==> src/rtl/seq_trojan_delay_paths.sv <==
// -----------------------------------------------------------------------------
// seq_trojan_delay_paths
//
// CHANNELS independent gate-chain delay paths for FPGA delay/spy experiments.
// Each path is a keep-attributed chain of NAND(x,VCC) inverters with an XOR
// payload spliced in at mid-chain. The payload is driven by a trigger that
// either mirrors a pattern match combinationally or fires after TRIG_COUNT
// consecutive matching clock edges. A registered monitor compares every
// path's input against its output and latches sticky per-channel error flags.
//
// Ports
//   clk         single clock
//   rst         synchronous reset, active-high
//   VCC / GND   constant ties used as second gate inputs inside the chains
//   path_in     delay path inputs (CHANNELS)
//   path_out    delay path outputs, combinational through the chains
//   ht_in       trigger inputs (TRIG_W); a match is ht_in == PATTERN
//   mode        00 off, 01 combinational, 10 sequential-level,
//               11 sequential-sticky
//   ch_mask     per-channel payload enable
//   clear       synchronous clear of trigger and monitor state
//   armed       counting has started and the trigger has not fired yet
//   fired       registered trigger state
//   fire_count  saturating count of fired rising edges
//   err_flag    sticky per-channel input/output mismatch flags
//
// Trigger modes (mode_q)
//   MODE_OFF    | counter and fired held at 0, payload off
//   MODE_COMB   | payload follows match directly; fired is a 1-cycle mirror
//   MODE_LEVEL  | fires after TRIG_COUNT matches, drops on first non-match
//   MODE_STICKY | fires after TRIG_COUNT matches, holds until clear/rst/mode
// -----------------------------------------------------------------------------
module seq_trojan_delay_paths #(
    parameter int                CHANNELS   = 4,
    parameter int                STAGES     = 32,
    parameter int                TRIG_W     = 2,
    parameter logic [TRIG_W-1:0] PATTERN    = {TRIG_W{1'b1}},
    parameter int                TRIG_COUNT = 8
) (
    input  logic                clk,
    input  logic                rst,
    input  logic                VCC,
    input  logic                GND,
    input  logic [CHANNELS-1:0] path_in,
    output logic [CHANNELS-1:0] path_out,
    input  logic [TRIG_W-1:0]   ht_in,
    input  logic [1:0]          mode,
    input  logic [CHANNELS-1:0] ch_mask,
    input  logic                clear,
    output logic                armed,
    output logic                fired,
    output logic [7:0]          fire_count,
    output logic [CHANNELS-1:0] err_flag
);

    localparam int         HALF     = STAGES / 2;
    localparam logic [7:0] CNT_LAST = 8'(TRIG_COUNT - 1);

    typedef enum logic [1:0] {
        MODE_OFF    = 2'b00,
        MODE_COMB   = 2'b01,
        MODE_LEVEL  = 2'b10,
        MODE_STICKY = 2'b11
    } mode_e;

    mode_e                mode_in;
    mode_e                mode_q;
    logic                 match;
    logic                 active;
    logic [CHANNELS-1:0]  payload;

    logic [7:0]           cnt_q,        cnt_d;
    logic                 fired_q,      fired_d;
    logic [7:0]           fire_count_q, fire_count_d;
    logic [CHANNELS-1:0]  err_q,        err_d;
    logic [CHANNELS-1:0]  in_q;
    logic [CHANNELS-1:0]  out_q;

    assign mode_in = mode_e'(mode);

    // -------------------------------------------------------------------------
    // Payload select. Mode 01 looks at the live mode input and live match so
    // the corruption appears in the same cycle, independent of the clock.
    // -------------------------------------------------------------------------
    always_comb begin
        match = (ht_in == PATTERN);
        case (mode_in)
            MODE_COMB:               active = match;
            MODE_LEVEL, MODE_STICKY: active = fired_q;
            default:                 active = 1'b0;
        endcase
        payload = {CHANNELS{active}} & ch_mask;
    end

    // -------------------------------------------------------------------------
    // Delay chains. Each stage lives in its own generate scope so every net is
    // a distinct keep-attributed signal and nothing is shared across channels.
    // An even stage count keeps the path non-inverting overall; the XOR sits
    // between the two halves.
    // -------------------------------------------------------------------------
    for (genvar c = 0; c < CHANNELS; c++) begin : g_ch
        (* keep = "true" *) logic head_n;
        (* keep = "true" *) logic xor_n;
        (* keep = "true" *) logic tail_n;

        assign head_n = path_in[c];

        for (genvar s = 0; s < HALF; s++) begin : g_pre
            (* keep = "true" *) logic n;
            if (s == 0) begin : g_first
                assign n = ~(head_n & VCC);
            end else begin : g_next
                assign n = ~(g_pre[s-1].n & VCC);
            end
        end

        assign xor_n = g_pre[HALF-1].n ^ payload[c];

        for (genvar s = 0; s < HALF; s++) begin : g_post
            (* keep = "true" *) logic n;
            if (s == 0) begin : g_first
                assign n = ~(xor_n & VCC);
            end else begin : g_next
                assign n = ~(g_post[s-1].n & VCC);
            end
        end

        assign tail_n      = g_post[HALF-1].n | GND;
        assign path_out[c] = tail_n;
    end

    // -------------------------------------------------------------------------
    // Trigger next state
    // -------------------------------------------------------------------------
    always_comb begin
        cnt_d   = cnt_q;
        fired_d = fired_q;

        if (mode_in != mode_q) begin
            // any mode change restarts counting from scratch
            cnt_d   = 8'd0;
            fired_d = 1'b0;
        end else begin
            case (mode_q)
                MODE_OFF: begin
                    cnt_d   = 8'd0;
                    fired_d = 1'b0;
                end
                MODE_COMB: begin
                    cnt_d   = 8'd0;
                    fired_d = match;
                end
                MODE_LEVEL: begin
                    if (!match) begin
                        cnt_d   = 8'd0;
                        fired_d = 1'b0;
                    end else if (!fired_q) begin
                        if (cnt_q == CNT_LAST) fired_d = 1'b1;
                        else                   cnt_d   = cnt_q + 8'd1;
                    end
                end
                MODE_STICKY: begin
                    // once fired, ht_in no longer matters
                    if (!fired_q) begin
                        if (!match)                 cnt_d   = 8'd0;
                        else if (cnt_q == CNT_LAST) fired_d = 1'b1;
                        else                        cnt_d   = cnt_q + 8'd1;
                    end
                end
                default: begin
                    cnt_d   = 8'd0;
                    fired_d = 1'b0;
                end
            endcase
        end

        if (clear) begin
            cnt_d   = 8'd0;
            fired_d = 1'b0;
        end
    end

    // -------------------------------------------------------------------------
    // Fire counter and monitor next state; clear overrides a coincident
    // rising edge or mismatch.
    // -------------------------------------------------------------------------
    always_comb begin
        fire_count_d = fire_count_q;
        if (fired_d && !fired_q && (fire_count_q != 8'hFF)) begin
            fire_count_d = fire_count_q + 8'd1;
        end
        err_d = err_q | (in_q ^ out_q);
        if (clear) begin
            fire_count_d = 8'd0;
            err_d        = '0;
        end
    end

    always_ff @(posedge clk) begin
        if (rst) begin
            mode_q       <= MODE_OFF;
            cnt_q        <= 8'd0;
            fired_q      <= 1'b0;
            fire_count_q <= 8'd0;
            err_q        <= '0;
            in_q         <= '0;
            out_q        <= '0;
        end else begin
            mode_q       <= mode_in;
            cnt_q        <= cnt_d;
            fired_q      <= fired_d;
            fire_count_q <= fire_count_d;
            err_q        <= err_d;
            // sampling continues through clear
            in_q         <= path_in;
            out_q        <= path_out;
        end
    end

    assign armed      = (cnt_q != 8'd0) && !fired_q;
    assign fired      = fired_q;
    assign fire_count = fire_count_q;
    assign err_flag   = err_q;

endmodule

==> config.mk <==
export PLATFORM = sky130hd
export DESIGN_NAME = seq_trojan_delay_paths
export DESIGN_NICKNAME = d
export VERILOG_FILES = /design/src/rtl/seq_trojan_delay_paths.sv
export SDC_FILE = /design/constraint.sdc
export NUM_CORES = 1
export LEC_CHECK = 0
export BUFFER_PORTS_ARGS = -buffer_cell sky130_fd_sc_hd__buf_4
export CAP_MARGIN = 15
export CORE_MARGIN = 4
export CORE_UTILIZATION = 30
export CTS_CLUSTER_SIZE = 14
export DETAILED_ROUTE_END_ITERATION = 6
export PLACE_DENSITY = 0.48
export SETUP_SLACK_MARGIN = 0.3
export SLEW_MARGIN = 0
export SYNTH_ARGS = -nofsm -noshare
export SYNTH_HDL_FRONTEND = slang
export SYNTH_SLANG_ARGS = --single-unit
==> constraint.sdc <==
create_clock -name clk -period 3.8 [get_ports clk]
set_input_delay 0.57 -clock clk [delete_from_list [all_inputs] [get_ports clk]]
set_output_delay 0.57 -clock clk [all_outputs]
set_load 0.02 [all_outputs]
Yosys cells after proc, flatten, opt, wreduce, memory -nomap -nowiden:

Cells that the tools add are included.

* word-level logic and storage cells: 314
* bits in registers: 31
* output and inout port bits: 18
* bits in latches: 0
* RAM bits: 0
* bits in read-only memories: 0
* input port bits: 17
* memories: 0

* magnitude comparators: 0
* add/subtract/negate cells: 2
* bitwise gates (word level): 267
* reduce and logical (&&, ||, !) cells: 11
* equal/unequal tests: 12
* div/mod/pow operators: 0
* multipliers: 0
* shift operators: 0
* multiplexer cells: 15

Operators with widths (count)
* bitwise AND 1 bit: 128
* NOT 1 bit: 128
* 2-to-1 mux 8 bit: 5
* one-hot mux 8 bit (3 select lines): 1
* adder 8 x 1 -> 8 bit (second input constant): 2
* == test 2 bit (second input constant): 5
* == test 8 x 3 -> 1 bit (second input constant): 1
* != test 8 bit (second input constant): 1
* nonzero test 8 bit: 1
* 2-to-1 mux 1 bit: 7
* OR reduction 2 bit: 3
* bitwise AND 4 bit: 1
* == test 2 x 1 -> 1 bit (second input constant): 2
* OR 1 bit: 4
* OR 4 bit: 1
* one-hot mux 1 bit (4 select lines): 1
* bitwise XOR 1 bit: 4
* bitwise XOR 4 bit: 1
* logical AND 1 bit: 3
* != test 3 bit (second input constant): 1
* OR reduction 3 bit: 1
* logical NOT 2 bit: 1
* != test 2 bit: 1
* != test 2 bit (second input constant): 1
* 3 further kinds: 3

Depth between registers and ports, before layout:

Gate-level depths: netlist of the first run.

* word-level depth: 66
* mapped depth: 7
* mapped depth without buffers: 6

Worst setup path before layout of the first run:

No wires, ideal clock.

* path kind: reg-to-reg
* start: reg cnt_q[3]
* end: reg fire_count_q[7] (netlist: fire_count[7])
* clock period less this slack: 2.054 ns
* path buffers: 1
* stages on the path, launching flop included: 7
* data required time: 3.668 ns
* path slack: 1.746 ns
* arrival: 1.922 ns
* setup time: 0.132 ns
* cell sequence: dfxtp_1 > or4_4 > nor4_4 > o31ai_2 > buf_2 > o41ai_1 > a21oi_1

* cells in the longest elaborated chain, start to end: 9
* elaborated cells between the ends (all ways): 11
* those cells by class: 1 x eq/ne; 8 x mux; 2 x reduce/logical

Ends and longest elaborated chain
* start: declaration: line 72 `logic [7:0] cnt_q, cnt_d;`
* start signal: assignment: line 210 `cnt_q <= cnt_d;`
* == test 8 x 3 -> 1 bit (*): line 158, 166
* 2-to-1 mux 1 bit (*): line 158, 166
* 2-to-1 mux 1 bit, on equally long branches: line 165, 157
* 2-to-1 mux 1 bit, on equally long branches: line 164, 154
* one-hot mux 1 bit (4 select lines) (*): line 144 `case (mode_q)`
* 2-to-1 mux 1 bit (*): line 139 `if (mode_in != mode_q) begin`
* 2-to-1 mux 1 bit (*): line 177 `if (clear) begin`
* logical AND 1 bit (*) (2 in a row): line 189 `if (fired_d && !fired_q && (fire_count_q != 8'hFF)) begin`
* end signal: assignment: line 212 `fire_count_q <= fire_count_d;`
* end: declaration: line 74 `logic [7:0] fire_count_q, fire_count_d;`

Every way passes the cells marked *; elsewhere a longest branch is shown, timed or not.
A chain may end at the register's enable or synchronous reset.

Worst setup path in the final report of the first run:

* start: reg cnt_q[3]
* end: out armed

* cells in the longest elaborated chain, start to end: 2

Ends and longest elaborated chain
* nonzero test 8 bit: line 220 `assign armed = (cnt_q != 8'd0) && !fired_q;`
* logical AND 1 bit: line 220
* end: declaration: line 50 `output logic armed,`

No other way between the ends.

==> flow_summary.yaml, run 1 <==
run_status:
  status: "finished, final reports clean"
sta:
  finalHoldViolations: 0
  fmax_mhz: 424
  layout_min_cycle_time_ns: 2.36
  maxSlewHeadroom_pct: 36.7
  finalCritPeriodShare_pct: 62.0
  tightest_slew_ns: 0.943
  setup_tns_ns: 0
  slew_violations: 0
  worst_slack_ns: 1.44
  final-setup-viol-count: 0
  finClkSkew_ns: 0.00722
  rsz0062_at_grt: "false"
setup_path:
  cp_data_arrival_time_ns: 1.79
  crit_fanout: 5
  worst_setup_path_end_kind: "output pin"
  crit_type: "flip-flop to output pin"
  crit_path_start_kind: "flip-flop"
  cp.required_ns: 3.23
power_and_ir_drop:
  peakVddDrop_uv: 115
  switching_power_uw: 147
  p_per_area_nw_per_um2: 352
  p_seq_share_pct: 50.2
  combinationalPowerShare_pct: 8.4
  p_leak_uw: 0.000711
  pwr-share-clk_pct: 41.4
  p_int_uw: 528
  p_sw_share_pct: 21.8
drt:
  vias: 1363
  drt_iter0_drc: 93
  first_pass_iters: 4
  routedWlPerCell_um: 12.6
  vias_per_cell: 4.94
  drt_wl_total_um: 3480
  ant_nets: 0
  drc: 0
placement:
  dp_slack_ns: 1.46
  numPortBuffers: 34
  dp_hpwl_um: 2690
  gp_congestion: 0.849
clocking:
  htreeDepth: 2
  clk_path_buf_depth: 2
  postCtsSetupRepairBufs: 0
  clkTransAtPathRegs_ns: 0.06
  cts_buffers: 5
  clkLatencyLatePin_ns: 0.28
  ctsHoldBuffers: 0
  cts_resized: 0
  clock-root-buffer: "clkbuf_8"
  cts_tree: "built"
  clock-sinks: 31
synth:
  syn_inst: 176
  synth.avg_cell_area_um2: 8.68
  netlist_area_um2: 1530
  yosysWarnings: 0
  synth_nets: 196
die:
  io_pins: 35
  std_cell_rows: 25
  die_w_um: 79.4
  start_util_pct: 31.7
  core_area_um2: 4820
  dieHeight_um: 79.4
  die-area_um2: 6300
final_layout:
  area_delta_synth_final_pct: 25.5
  nFillCells: 505
  drive_gt1_share_pct: 21.5
  fin_util_pct: 39.8
  nNetsFinal: 228
  diodes: 0
global_route:
  overflow: 0
  first_global_vias: 1305
  grt_pass1_wl_um: 5950
  grt_max_degree: 17
  antenna_found_initial: 0
  grt_usage_pct: 12.1
min_path:
  hold_path_class: "flip-flop to flip-flop"
run:
  drv_cap: 0
[area by class of cell]
type	instances	area, µm²	share of cell area [%]
repair buffers	34	255	13.3
clock buffers	8	100	5.22
flip-flops and latches	31	621	32.4
multi-input cells	132	842	43.9
inverters	4	15.0	0.783
well taps	67	83.8	4.37
[metrics by stage]
step / hold slack (ns) / cell area, µm² / power (µW) / instances
global route: 0.515 / 1920 / 705 / 276
global placement: 0.472 / 1820 / 402 / 268
finish: 0.484 / 1920 / 676 / 276
CTS: 0.485 / 1920 / 683 / 276
floorplan: 0.464 / 1530 / 378 / 176
detailed placement: 0.478 / 1820 / 403 / 268
[final timing paths]
path                                    start            end  slack [ns]  cells after the start
worst max register to register       cnt_q[3]  fire_count[7]        1.45                      5
worst max-delay path                 cnt_q[3]          armed        1.44                      4
worst min-delay path            fire_count[5]  fire_count[5]        0.48                      2
worst min register to register  fire_count[5]  fire_count[5]        0.48                      2
[power by group through the flow]
| stage | Combinational, µW | Sequential (µW) | Clock, µW |
|---|---|---|---|
| floorplan | 29.0 | 349 | 0 |
| global placement | 56.1 | 346 | 0 |
| detailed placement | 57.1 | 346 | 0 |
| CTS | 57.2 | 339 | 286 |
| global route | 62.5 | 340 | 302 |
| finish | 56.5 | 339 | 280 |
[state kept, by name, summed over array words and instances, names as in the netlist]
signal and cells:
err_flag 4, in_q 4, fired 1, mode_q 2
out_q 4, fire_count 8, cnt_q 8
[layer usage]
layer	GRT usage, %	wire [µm]	vias to the layer above	part of all wire [%]
met3	4.20	245	6	7.1
met1	15.9	1640	629	47
met4	5.50	66	0	1.9
li1	-	-	683	-
met5	0	0	-	0
met2	17.5	1530	45	44
[layout by cell type (no fill, tap or decap), types with 2 or more instances in the layout]
cell type / count
a21oi_1: 10
a22oi_1: 2
o41ai_1: 3
xnor2_1: 3
clkbuf_8: 7
a21boi_1: 4
xor2_1: 11
nand3_1: 8
and3_1: 2
nand2b_1: 8
nor2b_1: 11
o31ai_1: 4
ha_1: 3
buf_4: 34
or3_1: 2
nand2_1: 10
or4_1: 6
dfxtp_1: 31
nor3_1: 6
inv_1: 4
o21ai_1: 3
nor2_1: 21
[critical path, cell delays in order (launching register included)]
cell,delay [ns]
dfxtp_1,0.36
or4_4,0.58
nor4b_1,0.32
nor2_1,0.08
buf_4,0.16
Note: power is estimated with default switching activity, not from simulation.
==> inputs of run 2 (changes only) <==
ABC_AREA = 1   (was not set)
clock period = 2.2 ns   (was 3.8 ns; I/O delays follow)
==> run 2 against run 1 <==
Compared with the run above: combinational power is 98% higher; sequential power rose by 72%; total power increased by 76%; sequential share of layout area is 2.9 points lower; synthesized cell count rose by 43%; clock power up 77%; cell count rose by 30%; highest routed layer unchanged.
==> flow_summary.yaml, run 2 <==
drt:
  first_pass_iters: 4
  drt_wl_total_um: 3930
  vias_per_cell: 4.40
  routedWlPerCell_um: 10.9
  drt_iter0_drc: 91
  vias: 1585
  ant_nets: 0
  met1_length_um: 1860
  drc: 0
  wl_met2_um: 1680
  routed.top_layer: "met4"
  met3_length_um: 261
power_and_ir_drop:
  switching_power_uw: 280
  p_seq_share_pct: 49.0
  p_per_area_nw_per_um2: 562
  peakVddDrop_uv: 239
  p_sw_share_pct: 23.5
  total_power_uw: 1190
  combinationalPowerShare_pct: 9.4
  pwr-share-clk_pct: 41.6
  p_leak_uw: 0.000984
  p_int_uw: 911
clocking:
  clk_path_buf_depth: 2
  cts_tree: "built"
  htreeDepth: 2
  clkTransAtPathRegs_ns: 0.06
  clock-sinks: 31
  cts_buffers: 5
  ctsHoldBuffers: 0
  clkLatencyLatePin_ns: 0.28
  clock-root-buffer: "clkbuf_8"
final_layout:
  stdcell_count: 360
  design_area_um2: 2120
  drive_gt1_share_pct: 20.0
  final_common_cell: "nand2_1"
  layout_common_cells: "57 x nand2_1, 41 x inv_1, 38 x buf_4"
  nNetsFinal: 309
  diodes: 0
  area_delta_synth_final_pct: 26.6
run_status:
  status: "finished, final reports clean"
sta:
  tightest_slew_ns: 0.319
  finalHoldViolations: 0
  maxSlewHeadroom_pct: 78.7
  finalCritPeriodShare_pct: 80.6
  rsz0062_at_grt: "true"
  worst_slack_ns: 0.426
  slew_violations: 0
  finClkSkew_ns: 0.00601
  final-setup-viol-count: 0
  setup_tns_ns: 0
  fmax_mhz: 564
  layout_min_cycle_time_ns: 1.77
global_route:
  grt_pass1_wl_um: 6760
  first_global_vias: 1516
  antenna_found_initial: 0
  grt_usage_pct: 13.2
  overflow: 0
  grt_max_degree: 11
min_path:
  min_to: "in_q[3]"
  hold_path_class: "input pin to flip-flop"
  hp-start: "path_in[3]"
  worstHoldPathCells: 3
setup_path:
  cp_top_family: "flip-flops"
  r2r-start: "cnt_q[1]"
  worst_path_largest_cell_delay_ns: 0.35
  crit_fanout: 4
  crit_type: "flip-flop to output pin"
  worst_setup_path_end_kind: "output pin"
  cp.required_ns: 1.87
  cp_data_arrival_time_ns: 1.44
  cp_slowest_cell: "dfxtp_4"
  worstRegToRegCells: 9
  path_cells: "clkinvlp_4 > o21ai_4 > nand2_1 > xor2_1 > nand3_1 > buf_4"
  crit_cells: 6
  rrSetupSlack_ns: 0.56
  crit_path_start_kind: "flip-flop"
  path_buf_inv: 2
  r2r-end: "cnt_q[2]"
die:
  start_util_pct: 31.8
  io_pins: 35
  die_w_um: 82.7
  std_cell_rows: 26
  dieHeight_um: 82.7
  core_area_um2: 5270
  die-area_um2: 6840
synth:
  netlist_area_um2: 1680
  synth_nets: 271
  syn_inst: 251
  yosysWarnings: 0
  synth.avg_cell_area_um2: 6.67
placement:
  numPortBuffers: 34
  dp_hpwl_um: 3030
  post_dp_cell_area_um2: 1980
  dp.cells: 349
  dp_slack_ns: 0.512
  gp_congestion: 0.865
run:
  drv_cap: 0
[run 2: through the flow]
stage / utilization (%) / hold slack [ns]
finish: 40.2 / 0.265
global route: 40.2 / 0.280
CTS: 39.8 / 0.259
detailed placement: 37.6 / 0.460
global placement: 37.6 / 0.451
floorplan: - / 0.431
[run 2: cell type report]
cell class / instances / area, µm²
Fill cell: 594 / 3150
Multi-Input combinational cell: 167 / 847
Sequential cell: 31 / 624
Timing Repair Buffer: 38 / 285
Inverter: 46 / 176
Clock buffer: 8 / 100
Tap cell: 70 / 87.6
[run 2: worst max path at each step]
stage,from,slack (ns),end
finish,fired,0.43,path_out[2]
floorplan,fired,0.53,path_out[1]
global placement,fired,0.49,path_out[3]
detailed placement,ht_in[0],0.51,path_out[0]
global route,fired,0.28,path_out[2]
CTS,fired,0.33,path_out[2]
[run 2: tightest hold or removal path, delay by kind of cell]
family	cells	cell delay [ns]
simple gates	1	0.07
buf+inv	2	0.12
[run 2: repair_timing]
action	in CTS	in global routing
pin swaps	0	3
setup endpoints to repair	4	4
setup buffers	1	2
gates resized for setup	2	2
[run 2: power groups by stage]
stage / sequential [µW] / combinational [µW] / clock, µW
6_report: 583 / 112 / 495
5_1_grt: 586 / 129 / 541
4_1_cts: 585 / 112 / 514
3_5_place_dp: 597 / 111 / 0
3_3_place_gp: 598 / 111 / 0
2_1_floorplan: 602 / 60.1 / 0
[run 2: metal layers]
metal | GRT usage, % | vias to the layer above
li1 | - | 858
met4 | 6.37 | 0
met2 | 20.3 | 46
met1 | 16.1 | 671
met5 | 0 | -
met3 | 4.88 | 10
